$ cat src/rtl/operand_stim_gen.sv
// operand_stim_gen: LFSR-driven A/B/C vector source with valid/ready handshake and run control.
// Ports:
//   clk, rst_n      : rising-edge clock, asynchronous active-low reset
//   start, cfg_num  : start a run of cfg_num vectors (sampled only when idle)
//   abort           : end the current run on the next edge
//   A, B, C, valid  : vector out (A=lfsr[15:8], B=lfsr[7:0], C=parity), zero when not valid
//   ready           : consumer accepts when valid && ready
//   busy, done      : run in progress, one-cycle end-of-run pulse
//   vec_idx         : vectors accepted so far in the current run
module operand_stim_gen #(
  parameter logic [15:0] SEED = 16'hACE1,
  parameter logic [15:0] TAPS = 16'hB400,
  parameter int CNT_W = 8
) (
  input  logic             clk,
  input  logic             rst_n,
  input  logic             start,
  input  logic [CNT_W-1:0] cfg_num,
  input  logic             abort,
  output logic [7:0]       A,
  output logic [7:0]       B,
  output logic             C,
  output logic             valid,
  input  logic             ready,
  output logic             busy,
  output logic             done,
  output logic [CNT_W-1:0] vec_idx
);
  localparam logic [15:0] SEED_EFF = (SEED == 16'h0) ? 16'h0001 : SEED;
  typedef enum logic [1:0] {IDLE, RUN, DONE} state_t;
  state_t state, state_nxt;
  logic [15:0] lfsr;
  logic [CNT_W-1:0] rem;
  logic hs, go;
  assign go = (state == IDLE) && start;
  assign hs = valid && ready;
  assign valid = state == RUN;
  assign busy = state == RUN;
  assign done = state == DONE;
  // outputs come straight from the registered lfsr, so they hold while stalled
  assign A = valid ? lfsr[15:8] : '0;
  assign B = valid ? lfsr[7:0] : '0;
  assign C = valid ? ^lfsr : 1'b0;
  always_ff @(posedge clk or negedge rst_n)
    if (!rst_n) state <= IDLE;
    else state <= state_nxt;
  always_comb begin
    state_nxt = state;
    if (go) state_nxt = (cfg_num != '0) ? RUN : DONE;
    else if (state == RUN) state_nxt = (abort || (hs && rem == CNT_W'(1))) ? DONE : RUN;
    else if (state == DONE) state_nxt = IDLE;
  end
  always_ff @(posedge clk or negedge rst_n)
    if (!rst_n) begin
      lfsr <= SEED_EFF;
      rem <= '0;
      vec_idx <= '0;
    end else if (go) begin
      lfsr <= SEED_EFF;
      rem <= cfg_num;
      vec_idx <= '0;
    end else if (hs) begin
      lfsr <= lfsr[0] ? ((lfsr >> 1) ^ TAPS) : (lfsr >> 1);
      rem <= rem - CNT_W'(1);
      vec_idx <= vec_idx + CNT_W'(1);
    end
endmodule

$ cat config.mk
export PLATFORM = sky130hd
export DESIGN_NAME = operand_stim_gen
export DESIGN_NICKNAME = d
export VERILOG_FILES = /design/src/rtl/operand_stim_gen.sv
export SDC_FILE = /design/constraint.sdc
export NUM_CORES = 1
export LEC_CHECK = 0
export BUFFER_PORTS_ARGS = -buffer_cell sky130_fd_sc_hd__buf_4
export CORE_MARGIN = 10
export CORE_UTILIZATION = 33
export CTS_BUF_LIST = sky130_fd_sc_hd__clkbuf_8
export CTS_CLUSTER_DIAMETER = 100
export DETAILED_ROUTE_END_ITERATION = 8
export HOLD_SLACK_MARGIN = 0.03
export PLACE_DENSITY = 0.55
export SLEW_MARGIN = 20
export SYNTH_ARGS = -nofsm -noshare
export SYNTH_HDL_FRONTEND = slang
export SYNTH_SLANG_ARGS = --single-unit
$ cat constraint.sdc
create_clock -name clk -period 1.85 [get_ports clk]
set_input_delay 0.2775 -clock clk [delete_from_list [all_inputs] [get_ports clk]]
set_output_delay 0.2775 -clock clk [all_outputs]
set_load 0.01 [all_outputs]
# Word-level counts from Yosys, hierarchy flattened
# Cells that the tools add are included.
[totals]
reg_bits = 34
out_inout_bits = 28
wordCells = 34
[op_classes]
n_addsub = 2
eq_ne = 3
n_mux = 15
bitwise = 1
reduce_logical = 9
[ops]
columns = ["op", "count"]
rows = [
  ["$mux 16", 3],
  ["$mux 8", 6],
  ["$reduce_xor 16->1", 1],
  ["$mux 2", 5],
  ["$add 8x1->8 const B", 1],
  ["$eq 8x1->1 const B", 1],
  ["$reduce_bool 8->1", 1],
  ["$sub 8x1->8 const B", 1],
  ["$not 3->4", 1],
  ["$logic_and 1x1->1", 3],
  ["$reduce_bool 3->1", 1],
  ["$eq 2x1->1 const B", 1],
  ["$eq 2x2->1 const B", 1],
  ["$logic_not 2->1", 1],
  ["$reduce_bool 2->1", 1],
  ["$logic_or 1x1->1", 1],
  ["$mux 1", 1],
]

# Depth between registers and ports, before layout
[logic_depth]
word_depth = 7
mapped_depth = 7
mapped_depth_nobuf = 7

# Least setup slack after synthesis
# No wires, ideal clock.
[synth_timing]
path_type = "reg-to-output"
startpoint = "reg lfsr[0]"
endpoint = "out C"
t_arrival_ps = 1350
slack_ps = 222
stages_incl_launch_ff = 7
path_cell_list = "dfstp_2 -> buf_6 -> xor2_2 -> xnor2_1 -> xnor2_1 -> xnor2_1 -> and2_1"
[synth_between]
elab_chain_cells = 2
[synth_lines]
columns = ["item", "line", "text"]
rows = [
  ["start, declared", "32", "logic [15:0] lfsr;"],
  ["start signal, assigned", "63", "lfsr <= lfsr[0] ? ((lfsr >> 1) ^ TAPS) : (lfsr >> 1);"],
  ["$reduce_xor 16->1", "43", "assign C = valid ? ^lfsr : 1'b0;"],
  ["$mux 1", "43", ""],
  ["end, declared", "22", "output logic C,"],
]
# Every way passes these cells.

# Worst setup path after layout
[layout_timing]
startpoint = "reg lfsr[10]"
endpoint = "out C"
# The elaborated chain is that of the path after synthesis.

==> impl_metrics.toml <==
[cts]
root_buffer = "clkbuf_8"
clk_latency_ps = 280
numCtsBuffers = 5
cts_buffer_depth = 2
cts_htree_levels = 2
cts_tree = "built"
clk_pin_slew_ps = 70
cts.sinks = 34

[status]
violations = "setup timing"
status = "complete, but fails checks"

[drt]
avgRoutedWirePerCell_um = 13.2
vias = 1509
ant_nets = 0
via_per_inst = 4.57
wl_mm = 4.35
remaining_drc_errors = 0
drt_pass1_iterations = 4
drtIter0Drc = 67

[timing]
finalSetupViolations = 1
period_share_pct = 107
hold_violations = 0
rsz0062_at_grt = "true"
timing.slew.headroom_pct = 70.8
worstMarginPinSlew_ps = 439
drv_slew = 0
max_clock_freq_ghz = 0.504
layout_min_cycle_time_ps = 1980
fin_ws_ps = -134
clock_skew_ps = 6.81

[grt]
antenna_found_initial = 0
overflow = 0
grt_use_total_pct = 10.0
grt_pass1_vias = 1497
grt_pass1_wl_mm = 7.27
grt_max_degree = 35

[final_layout]
multi_input_area_um2 = 962
layout-drive-gt1-share_pct = 27.1
nets = 276
final_cells = 330
ff_latch_area_um2 = 861
fill_cells = 564
fin_util_pct = 43.8
layout_common_cells = "buf_4 (47), nand2_1 (46), dfrtp_1 (26)"
layout_commonest_cell = "buf_4"
syn2layout_area_growth_pct = 27.7
diodes = 0

[floorplanning]
std_cell_rows = 27
start_util_pct = 34.3
io-pin-count = 41
die_h_um = 95.9
die_x_um = 95.9
dieArea_mm2 = 0.00920
core_mm2 = 0.00554

[synthesis]
synthCells = 212
ys_async_sr_fraction_pct = 100
ys_warn_count = 0
syn_nets = 231
synth-edff-count = 0
ys.flop_type = "dfrtp_1"
syn_area_mm2 = 0.00190
syn_avg_cell_area_um2 = 8.97
yosys.cell_types.count = 29
ys_ff_latch = 34
ys_seq_area_share_pct = 45.3

[worst_hold_path]
min-delay-start = "cfg_num[2]"
hold_path.class = "in2reg"

[power_and_ir_drop]
fin_total_pwr_mw = 1.35
powerDensity_mw_per_mm2 = 554
max-vdd-ir-drop_mv = 0.426
power.leakage_nw = 1.14

[setup_path]
critPathRequiredTime_ps = 1570
critPathKind = "reg2out"
crit_path_end_kind = "output port"
r2r_start = "state[1]$_DFFE_PN0P_"
start_kind = "register"
worstSetupStartpoint = "lfsr[10]$_DFFE_PN1P_"
cp_max_fo = 2
arrival_ps = 1710

[place]
io_buffers = 40
hpwlAfterDp_mm = 3.23
numPlacedInstances = 319
gp_congestion = 0.756

[job]
cap_violations = 0
## synth_stat cells, drive strengths merged (2+ instances only)
master	instances	area (um^2)
nand2	46	173
dfrtp	26	651
xnor2	21	184
and2	19	121
a21oi	11	55.1
nand3	11	55.1
nor2	11	41.3
xor2	10	95.1
clkbuf	9	33.8
o21ai	9	45.0
dfstp	8	210
ha	6	75.1
inv	5	18.8
buf	4	28.8
nor4	4	31.3
and3	2	12.5
nor3	2	10.0
o211ai	2	15.0
## sequential cells by signal, indices dropped and copies added (netlist names)
register / cells
lfsr: 16
rem: 8
vec_idx: 8
state: 2
## cell families after synthesis
kind of cell | after synthesis | share of synthesized area [%]
flops | 34 | 45.3
buf+inv | 18 | 4.28
xor+xnor | 31 | 14.7
simple gates | 97 | 24.1
fa+ha+maj | 6 | 3.95
compound gates | 26 | 7.76
## power breakdown
group | leakage [nW] | internal, mW | switching [mW]
sequential | 0.430 | 0.744 | 0
combinational | 0.657 | 0.0189 | 0.0210
clock | 0.0524 | 0.295 | 0.267
total | 1.14 | 1.06 | 0.288
## critical path: stages, from the launching register on
cell	delay [ps]
dfstp_2	540
xor2_1	190
xnor2_1	170
xnor2_1	160
xnor2_1	130
and2_1	150
buf_6	100
## cell type report
class                   count  area share, %
multi-input cells         160           39.6
clock inverters             2          0.361
inverters                   5          0.773
well taps                  72           3.71
clock buffers               6           3.40
repair buffers             51           16.7
flip-flops and latches     34           35.4
## path summary, 6_finish.rpt
kind	endpoint	slack [ps]	cells past startpoint
min in group asynchronous	rem[3]$_DFFE_PN0P_	460	2
max reg2reg	rem[5]$_DFFE_PN0P_	180	7
min	rem[2]$_DFFE_PN0P_	200	3
max	C	-130	6
max in group asynchronous	lfsr[6]$_DFFE_PN1P_	1030	2
min reg2reg	lfsr[5]$_DFFE_PN1P_	510	2
## what timing repair did
item / in CTS / in global routing
resized for setup: 0 / 3
hold buffers: 1 / 0
setup buffers: 1 / 1
endpoints found under the setup margin: 1 / 18
pin swaps: 4 / 4
endpoints found under the hold margin: 26 / 0
## routing by layer
| metal | GRT usage, % | share of wire [%] | vias up |
|---|---|---|---|
| met1 | 12.4 | 46 | 699 |
| met4 | 4.05 | 1.6 | 0 |
| li1 | - | - | 770 |
| met3 | 3.58 | 8.0 | 6 |
| met5 | 0 | 0 | - |
| met2 | 15.5 | 44 | 34 |
## metrics by stage
| step | setup slack, ps | TNS [ps] | cell area, um^2 | hold slack, ps |
|---|---|---|---|---|
| after floorplan | 222 | 0 | 1900 | -18.1 |
| after global placement | 140 | 0 | 2300 | 260 |
| after detailed placement | 135 | 0 | 2300 | 260 |
| after CTS | -146 | -146 | 2410 | 200 |
| after global routing | -236 | -236 | 2430 | 209 |
| final | -134 | -134 | 2430 | 204 |
(Power assumes the default switching activity.)
